[src/rtl/dbus_avm_bridge_if.sv]
// Signal bundle between the CPU dBus port, the dBus-to-Avalon bridge and the Avalon-MM fabric.
// The bridge uses the master view (it masters Avalon); the CPU/fabric side uses the slave view.
interface dbus_avm_bridge_if;
  logic        dBus_cmd_valid;
  logic        dBus_cmd_ready;
  logic        dBus_cmd_payload_wr;
  logic [31:0] dBus_cmd_payload_address;
  logic [31:0] dBus_cmd_payload_data;
  logic [1:0]  dBus_cmd_payload_size;
  logic        dBus_rsp_ready;
  logic        dBus_rsp_error;
  logic [31:0] dBus_rsp_data;
  logic        avm_data_read;
  logic        avm_data_write;
  logic        avm_data_waitrequest;
  logic [31:0] avm_data_address;
  logic [3:0]  avm_data_byteenable;
  logic [31:0] avm_data_writedata;
  logic        avm_data_readdatavalid;
  logic [31:0] avm_data_readdata;
  logic [1:0]  avm_data_response;

  modport master (
    input  dBus_cmd_valid, dBus_cmd_payload_wr, dBus_cmd_payload_address,
           dBus_cmd_payload_data, dBus_cmd_payload_size,
    output dBus_cmd_ready, dBus_rsp_ready, dBus_rsp_error, dBus_rsp_data,
    output avm_data_read, avm_data_write, avm_data_address, avm_data_byteenable,
           avm_data_writedata,
    input  avm_data_waitrequest, avm_data_readdatavalid, avm_data_readdata,
           avm_data_response
  );

  modport slave (
    output dBus_cmd_valid, dBus_cmd_payload_wr, dBus_cmd_payload_address,
           dBus_cmd_payload_data, dBus_cmd_payload_size,
    input  dBus_cmd_ready, dBus_rsp_ready, dBus_rsp_error, dBus_rsp_data,
    input  avm_data_read, avm_data_write, avm_data_address, avm_data_byteenable,
           avm_data_writedata,
    output avm_data_waitrequest, avm_data_readdatavalid, avm_data_readdata,
           avm_data_response
  );
endinterface

[src/rtl/dbus_avm_bridge.sv]
// CPU dBus responder issuing Avalon-MM master cycles: byte-enable decode, waitrequest
// stalls, pipelined reads with a bounded outstanding count, in-order misalignment errors.
module dbus_avm_bridge #(
  parameter int MAX_PENDING = 4
) (
  input  logic              clk_cpu,
  input  logic              clk_cpu_reset_,
  dbus_avm_bridge_if.master bus
);
  localparam logic [3:0] MaxPend = 4'(MAX_PENDING);

  typedef enum logic [1:0] {IDLE, ISSUE, ERR_DRAIN, ERR_RSP} stateE;
  stateE state, stateNxt;

  logic [29:0] addrQ;
  logic [31:0] dataQ;
  logic [3:0]  beQ;
  logic        wrQ;
  logic [3:0]  pending;
  logic        rspReadyQ, rspErrorQ;
  logic [31:0] rspDataQ;
  logic        accept, legal;
  logic [3:0]  beDec;
  logic        rdAccept, rdReturn;

  assign bus.dBus_cmd_ready = clk_cpu_reset_ & (state == IDLE) & (pending < MaxPend);
  assign accept             = bus.dBus_cmd_valid & bus.dBus_cmd_ready;

  always_comb begin
    legal = 1'b0;
    beDec = 4'b0000;
    case (bus.dBus_cmd_payload_size)
      2'd0: begin
        legal = 1'b1;
        beDec = 4'b0001 << bus.dBus_cmd_payload_address[1:0];
      end
      2'd1: begin
        legal = ~bus.dBus_cmd_payload_address[0];
        beDec = bus.dBus_cmd_payload_address[1] ? 4'b1100 : 4'b0011;
      end
      2'd2: begin
        legal = (bus.dBus_cmd_payload_address[1:0] == 2'b00);
        beDec = 4'b1111;
      end
      default: ;
    endcase
  end

  // Illegal writes are dropped in IDLE; illegal reads wait for older reads to retire.
  always_comb begin
    stateNxt = state;
    case (state)
      IDLE: begin
        if (accept) begin
          if (legal)                         stateNxt = ISSUE;
          else if (!bus.dBus_cmd_payload_wr) stateNxt = ERR_DRAIN;
        end
      end
      ISSUE:     if (!bus.avm_data_waitrequest) stateNxt = IDLE;
      ERR_DRAIN: if (pending == 4'd0)          stateNxt = ERR_RSP;
      ERR_RSP:   stateNxt = IDLE;
      default:   stateNxt = IDLE;
    endcase
  end

  always_ff @(posedge clk_cpu or negedge clk_cpu_reset_) begin
    if (!clk_cpu_reset_) state <= IDLE;
    else                 state <= stateNxt;
  end

  always_ff @(posedge clk_cpu or negedge clk_cpu_reset_) begin
    if (!clk_cpu_reset_) begin
      addrQ <= '0;
      dataQ <= '0;
      beQ   <= '0;
      wrQ   <= 1'b0;
    end else if (accept && legal) begin
      addrQ <= bus.dBus_cmd_payload_address[31:2];
      dataQ <= bus.dBus_cmd_payload_data;
      beQ   <= beDec;
      wrQ   <= bus.dBus_cmd_payload_wr;
    end
  end

  assign bus.avm_data_read       = (state == ISSUE) & ~wrQ;
  assign bus.avm_data_write      = (state == ISSUE) &  wrQ;
  assign bus.avm_data_address    = {addrQ, 2'b00};
  assign bus.avm_data_byteenable = beQ;
  assign bus.avm_data_writedata  = dataQ;

  // Returns with nothing outstanding (e.g. reads orphaned by a reset) are discarded.
  assign rdAccept = bus.avm_data_read & ~bus.avm_data_waitrequest;
  assign rdReturn = bus.avm_data_readdatavalid & (pending != 4'd0);

  always_ff @(posedge clk_cpu or negedge clk_cpu_reset_) begin
    if (!clk_cpu_reset_) pending <= 4'd0;
    else                 pending <= pending + {3'b000, rdAccept} - {3'b000, rdReturn};
  end

  always_ff @(posedge clk_cpu or negedge clk_cpu_reset_) begin
    if (!clk_cpu_reset_) begin
      rspReadyQ <= 1'b0;
      rspErrorQ <= 1'b0;
      rspDataQ  <= '0;
    end else begin
      rspReadyQ <= rdReturn;
      rspErrorQ <= rdReturn & (bus.avm_data_response != 2'b00);
      rspDataQ  <= rdReturn ? bus.avm_data_readdata : 32'h0;
    end
  end

  // ERR_RSP is only reached a cycle after the last return, so it never overlaps rspReadyQ.
  assign bus.dBus_rsp_ready = rspReadyQ | (state == ERR_RSP);
  assign bus.dBus_rsp_error = rspErrorQ | (state == ERR_RSP);
  assign bus.dBus_rsp_data  = rspDataQ;
endmodule

[src/flat_wrapper.sv]
// flat-port wrapper written by rule: the top's interface ports become plain ports
module dbus_avm_bridge_flat 
#(
  parameter int MAX_PENDING = 4
)
  (clk_cpu, clk_cpu_reset_, bus_dBus_cmd_valid, bus_dBus_cmd_payload_wr, bus_dBus_cmd_payload_address, bus_dBus_cmd_payload_data, bus_dBus_cmd_payload_size, bus_dBus_cmd_ready, bus_dBus_rsp_ready, bus_dBus_rsp_error, bus_dBus_rsp_data, bus_avm_data_read, bus_avm_data_write, bus_avm_data_address, bus_avm_data_byteenable, bus_avm_data_writedata, bus_avm_data_waitrequest, bus_avm_data_readdatavalid, bus_avm_data_readdata, bus_avm_data_response);
  dbus_avm_bridge_if bus_i ();
  input  logic clk_cpu;
  input  logic clk_cpu_reset_;
  input wire logic [$bits(bus_i.dBus_cmd_valid)-1:0] bus_dBus_cmd_valid;
  input wire logic [$bits(bus_i.dBus_cmd_payload_wr)-1:0] bus_dBus_cmd_payload_wr;
  input wire logic [$bits(bus_i.dBus_cmd_payload_address)-1:0] bus_dBus_cmd_payload_address;
  input wire logic [$bits(bus_i.dBus_cmd_payload_data)-1:0] bus_dBus_cmd_payload_data;
  input wire logic [$bits(bus_i.dBus_cmd_payload_size)-1:0] bus_dBus_cmd_payload_size;
  output wire logic [$bits(bus_i.dBus_cmd_ready)-1:0] bus_dBus_cmd_ready;
  output wire logic [$bits(bus_i.dBus_rsp_ready)-1:0] bus_dBus_rsp_ready;
  output wire logic [$bits(bus_i.dBus_rsp_error)-1:0] bus_dBus_rsp_error;
  output wire logic [$bits(bus_i.dBus_rsp_data)-1:0] bus_dBus_rsp_data;
  output wire logic [$bits(bus_i.avm_data_read)-1:0] bus_avm_data_read;
  output wire logic [$bits(bus_i.avm_data_write)-1:0] bus_avm_data_write;
  output wire logic [$bits(bus_i.avm_data_address)-1:0] bus_avm_data_address;
  output wire logic [$bits(bus_i.avm_data_byteenable)-1:0] bus_avm_data_byteenable;
  output wire logic [$bits(bus_i.avm_data_writedata)-1:0] bus_avm_data_writedata;
  input wire logic [$bits(bus_i.avm_data_waitrequest)-1:0] bus_avm_data_waitrequest;
  input wire logic [$bits(bus_i.avm_data_readdatavalid)-1:0] bus_avm_data_readdatavalid;
  input wire logic [$bits(bus_i.avm_data_readdata)-1:0] bus_avm_data_readdata;
  input wire logic [$bits(bus_i.avm_data_response)-1:0] bus_avm_data_response;
  assign bus_i.dBus_cmd_valid = bus_dBus_cmd_valid;
  assign bus_i.dBus_cmd_payload_wr = bus_dBus_cmd_payload_wr;
  assign bus_i.dBus_cmd_payload_address = bus_dBus_cmd_payload_address;
  assign bus_i.dBus_cmd_payload_data = bus_dBus_cmd_payload_data;
  assign bus_i.dBus_cmd_payload_size = bus_dBus_cmd_payload_size;
  assign bus_dBus_cmd_ready = bus_i.dBus_cmd_ready;
  assign bus_dBus_rsp_ready = bus_i.dBus_rsp_ready;
  assign bus_dBus_rsp_error = bus_i.dBus_rsp_error;
  assign bus_dBus_rsp_data = bus_i.dBus_rsp_data;
  assign bus_avm_data_read = bus_i.avm_data_read;
  assign bus_avm_data_write = bus_i.avm_data_write;
  assign bus_avm_data_address = bus_i.avm_data_address;
  assign bus_avm_data_byteenable = bus_i.avm_data_byteenable;
  assign bus_avm_data_writedata = bus_i.avm_data_writedata;
  assign bus_i.avm_data_waitrequest = bus_avm_data_waitrequest;
  assign bus_i.avm_data_readdatavalid = bus_avm_data_readdatavalid;
  assign bus_i.avm_data_readdata = bus_avm_data_readdata;
  assign bus_i.avm_data_response = bus_avm_data_response;
  dbus_avm_bridge #(.MAX_PENDING(MAX_PENDING)) u_core (.clk_cpu(clk_cpu), .clk_cpu_reset_(clk_cpu_reset_), .bus(bus_i));
endmodule
[config.mk]
export PLATFORM = sky130hd
export DESIGN_NAME = dbus_avm_bridge_flat
export DESIGN_NICKNAME = d
export VERILOG_FILES = /design/src/rtl/dbus_avm_bridge_if.sv /design/src/rtl/dbus_avm_bridge.sv /design/src/flat_wrapper.sv
export SDC_FILE = /design/constraint.sdc
export NUM_CORES = 1
export LEC_CHECK = 0
export ABC_AREA = 1
export CAP_MARGIN = 20
export CORE_MARGIN = 2
export CORE_UTILIZATION = 40
export CTS_CLUSTER_DIAMETER = 40
export DETAILED_ROUTE_END_ITERATION = 7
export HOLD_SLACK_MARGIN = 0.02
export PLACE_DENSITY = 0.8
export SYNTH_ARGS = -nofsm -noshare
export SYNTH_HDL_FRONTEND = slang
export SYNTH_SLANG_ARGS = --single-unit
[constraint.sdc]
create_clock -name clk_cpu -period 2.86 [get_ports clk_cpu]
set_input_delay 0.429 -clock clk_cpu [delete_from_list [all_inputs] [get_ports clk_cpu]]
set_output_delay 0.429 -clock clk_cpu [all_outputs]
set_load 0.02 [all_outputs]
# Yosys cells after proc, flatten, opt, wreduce, memory -nomap -nowiden
# Cells that the tools add are included.
# classes
n_lt_le_gt_ge,1
eq_ne,9
reduce_logical,8
bitwise_logic,13
n_addsub,2
shift,1
mux,10
# ops
op,count
$mux 32,1
$pmux 4 s3,1
$mux 2,5
$and 1x1->1,8
$pmux 2 s4,1
$eq 2x2->1 const B,3
$logic_not 2->1,3
$add 4x1->4,1
$eq 2x1->1 const B,2
$logic_not 4->1,1
$lt 4x3->1 const B,1
$mux 4,1
$ne 2x1->1 const B,2
$reduce_and 4->1,1
$reduce_bool 4->1,1
$shl 1x2->4 const A,1
$sub 4x1->4,1
$ne 3x2->1 const B,1
$not 1->1,3
$pmux 1 s3,1
$ne 2x2->1 const B,1
$or 1x1->1,2
$reduce_bool 2->1,1
$logic_and 1x1->1,1
# word_totals
output_inout_bits,105
input_bits,106
reg_bits,107
elab_cells,53

# Logic depth before layout (Yosys ltp)
# depth
word_depth,6
depth_mapped,12
mapped_depth_nobuf,11

# Worst setup path after synthesis
# No wires, ideal clock.
# synth_timing
path_type,reg2reg
from,register u_core.pending[2]
to,register u_core.pending[2]
setup_time_ps,123
synth_period_minus_slack_ps,2278
required_time_ps,2737
path_stages_with_launch,13
path_buffers,1
setup_slack_ps,582
arrival_ps,2156
path_cell_list,dfrtp_1 -> inv_1 -> ha_1 -> nand2_1 -> nand2_1 -> clkbuf_1 -> inv_1 -> ha_1 -> inv_1 -> ha_1 -> inv_1 -> fa_1 -> xnor2_1
# synth_between
elab_chain_len,3
elab_cells_between_ends,4
cone_classes,2 x add/sub; 1 x bitwise; 1 x reduce/logical
# synth_lines
item,line,rtl
start: declaration,dbus_avm_bridge.sv:19,logic [3:0] pending;
start signal: assignment,dbus_avm_bridge.sv:97,"else pending <= pending + {3'b000, rdAccept} - {3'b000, rdReturn};"
$reduce_bool 4->1,dbus_avm_bridge.sv:93,assign rdReturn = bus.avm_data_readdatavalid & (pending != 4'd0);
$and 1x1->1,dbus_avm_bridge.sv:93,
via u_core.rdReturn,dbus_avm_bridge.sv:24,"logic rdAccept, rdReturn;"
$sub 4x1->4,dbus_avm_bridge.sv:97,
# The timed path passes the listed nets, and every way through them passes these cells.
# A chain may end at the register's enable or synchronous reset.

# Worst setup path after layout
# layout_timing
from,register u_core.pending[2]
to,output bus_dBus_cmd_ready
# layout_between
elab_chain_len,2
# layout_lines
item,line,rtl
$lt 4x3->1,dbus_avm_bridge.sv:26,assign bus.dBus_cmd_ready = clk_cpu_reset_ & (state == IDLE) & (pending < MaxPend);
$and 1x1->1,dbus_avm_bridge.sv:26,
end: declaration,flat_wrapper.sv:15,output wire logic [$bits(bus_i.dBus_cmd_ready)-1:0] bus_dBus_cmd_ready;
# Every way passes these cells.

==> flow_summary.yaml <==
worst_setup_path:
  path_cells: "inv_1, ha_1, nand2_1, nor2_4, clkdlybuf4s50_1"
  end_kind: "output pin"
  r2r-start: "u_core.pending[2]"
  r2r_cells: 11
  worstPathRequired_ps: 2430
  slowest_delay_ps: 620
  critPathSlowestCell: "clkdlybuf4s50_1"
  crit_arrival_ps: 1840
  start_kind: "register"
  r2r_end: "u_core.pending[2]"
  reg2reg_slack_ps: 830
  crit_fanout: 2
  worstSetupPathType: "reg -> out"
layout:
  nFillCells: 842
  layout-drive-gt1-share: 0.03852
  mostFrequentLayoutCell: "nand2_1"
  syn2layout_area_growth_pct: 56.16
  diodes: 0
  mostFrequentLayoutCells: "nand2_1, clkdlybuf4s50_1, dfrtp_1"
  final_util: 0.6384
  nets: 784
global_route:
  grtUsageTotal: 0.2024
  grt_util_met1: 0.2345
  top_usage_layer: "met2"
  use_met2: 0.3361
  met3_usage: 0.07541
  grt_overflow: 0
  grt_max_degree: 69
  grt_pass1_vias: 3756
  grt_pass1_wl_mm: 17.92
  antenna_found_initial: 0
detailed_routing:
  drc: 0
  via_per_inst: 4.498
  first_iter_violations: 151
  ant_nets: 0
  wl_per_cell_um: 13.33
  vias: 3648
  wirelength_mm: 10.81
  drt_first_pass_iters: 4
pwr:
  p_per_area_nw_per_um2: 917.0
  irDropWorstVdd_mv: 0.4392
  p_leak_nw: 3.340
sta:
  drv_slew: 0
  layout_min_cycle_time_ps: 2266
  final.setup.tns_ps: 0
  slew_headroom: 0.5029
  clock_skew_ps: 9.210
  timing.final.crit_share: 0.7922
  rsz0062_at_grt: "false"
  layout_setup_ws_ps: 594.3
  setup_viol: 0
  fmax_ghz: 0.4414
  worst_slew_pin_slew_ps: 745.6
  hold_viol: 0
cts:
  cts_inserted_buffers: 9
  h-tree-depth: 3
  cts-resized-gates: 0
  clock_latency_ps: 360
  hold_buffers: 0
  clkSlewWorstSetupHoldPaths_ps: 90
  cts_max_path_buffers: 2
  postCtsSetupBuffers: 0
  clockRootBuffer: "clkbuf_8"
  cts_tree: "yes"
  cts.sinks: 107
floorplan:
  fp.dieH_um: 106.5
  io_pins: 211
  row_count: 37
  core_area_um2: 10280
  die_area_um2: 11340
  initial_utilization: 0.4088
  die_w_um: 106.5
place:
  gp_congestion: 0.7730
  io_buffers: 208
  hpwl_mm: 8.167
  pre_cts_slack_ps: 551.4
yosys:
  yosysUniqueCellTypes: 22
  syn_area_um2: 4202
  avgSynthCellArea_um2: 9.036
  ys_seq_area_frac: 0.6373
  syn_inst: 465
  ys_warn_count: 0
  yosys_register_bits: 107
run_status:
  outcome: "completed"
min_path:
  holdCritPathClass: "in -> async"
flow_run:
  cap_viol_max_count: 0
==> state kept, by name (all words and copies together) (netlist names) <==
register,flops
u_core.addrQ,30
u_core.bus.avm_data_byteenable,4
u_core.bus.avm_data_writedata,32
u_core.bus.dBus_rsp_data,32
u_core.pending,4
u_core.rspErrorQ,1
u_core.rspReadyQ,1
u_core.state,2
u_core.wrQ,1
==> layer usage <==
layer / wire length (µm) / vias to the layer above
met4: 259 / 0
li1: - / 1772
met2: 5239 / 167
met5: 0 / -
met3: 1195 / 21
met1: 4114 / 1688
==> how the worst max path moves through the flow <==
| stage | start | to | cells past startpoint |
|---|---|---|---|
| 6_report | u_core.pending[2] | bus_dBus_cmd_ready | 5 |
| 5_1_grt | u_core.pending[2] | bus_dBus_cmd_ready | 5 |
| 4_1_cts | u_core.pending[2] | bus_dBus_cmd_ready | 5 |
| 3_5_place_dp | bus_dBus_cmd_payload_size[0] | u_core.bus.avm_data_byteenable[3] | 9 |
| 3_3_place_gp | bus_dBus_cmd_payload_size[0] | u_core.bus.avm_data_byteenable[3] | 9 |
| 2_1_floorplan | u_core.pending[2] | u_core.pending[2] | 12 |
==> cells by family (layout without fill, tap and decap cells) <==
family                   count (synthesis)  in the layout  synth area share
flip-flops                             107            107            0.6373
buffers and inverters                   71            280           0.07802
XOR/XNOR                                 2              2          0.004170
AND/OR/NAND/NOR                        266            266            0.2445
AO/OA/AOI/OAI                           12             12           0.01548
other                                    1              2         0.0008925
adder cells (fa/ha/maj)                  6              6           0.01965
==> power breakdown <==
group          switching, mW  internal [mW]
registers              0.298           2.07
clock network          0.468          0.417
logic                   1.45           1.32
==> Yosys cell counts <==
cell	count	share of area
nand3_1	6	0.0071
nor2_1	41	0.037
nor2_2	1	0.0015
buf_4	5	0.0089
nor2_4	2	0.0054
buf_2	4	0.0048
inv_1	50	0.045
o21ai_1	1	0.0012
or2_2	1	0.0015
o21ai_0	7	0.0083
inv_2	2	0.0018
dfrtp_1	107	0.64
fa_1	1	0.0048
conb_1	1	0.00089
ha_1	5	0.015
buf_6	5	0.013
nor3_1	1	0.0012
clkbuf_1	5	0.0045
a21oi_1	2	0.0024
nand2_1	214	0.19
xnor2_1	2	0.0042
o21bai_1	2	0.0036
==> per-stage QoR <==
stage / hold slack, ps / power (mW) / cell area [µm²] / cells
finish: 229.5 / 6.017 / 6561 / 811
global route: 295.4 / 6.444 / 6561 / 811
CTS: 251.3 / 6.104 / 6561 / 811
detailed placement: 457.2 / 5.201 / 6380 / 797
global placement: 453.1 / 5.097 / 6380 / 797
floorplan: 133.4 / 3.713 / 4205 / 466
==> worst max-delay path, delay by kind of cell (launching register included) <==
family / cells / cell delay (ps)
buf+inv: 2 / 690
flops: 1 / 370
simple gates: 2 / 230
fa+ha+maj: 1 / 190
==> cell type report <==
type,count,area [µm²],share of cell area
multi-input cells,288,1200,0.1829
repair buffers,214,2137,0.3257
inverters,52,195.2,0.02975
well taps,136,170.2,0.02593
clock buffers,11,141.4,0.02155
flip-flops and latches,107,2678,0.4081
clock inverters,3,40.04,0.006102
Note: power is estimated with default switching activity, not from simulation.
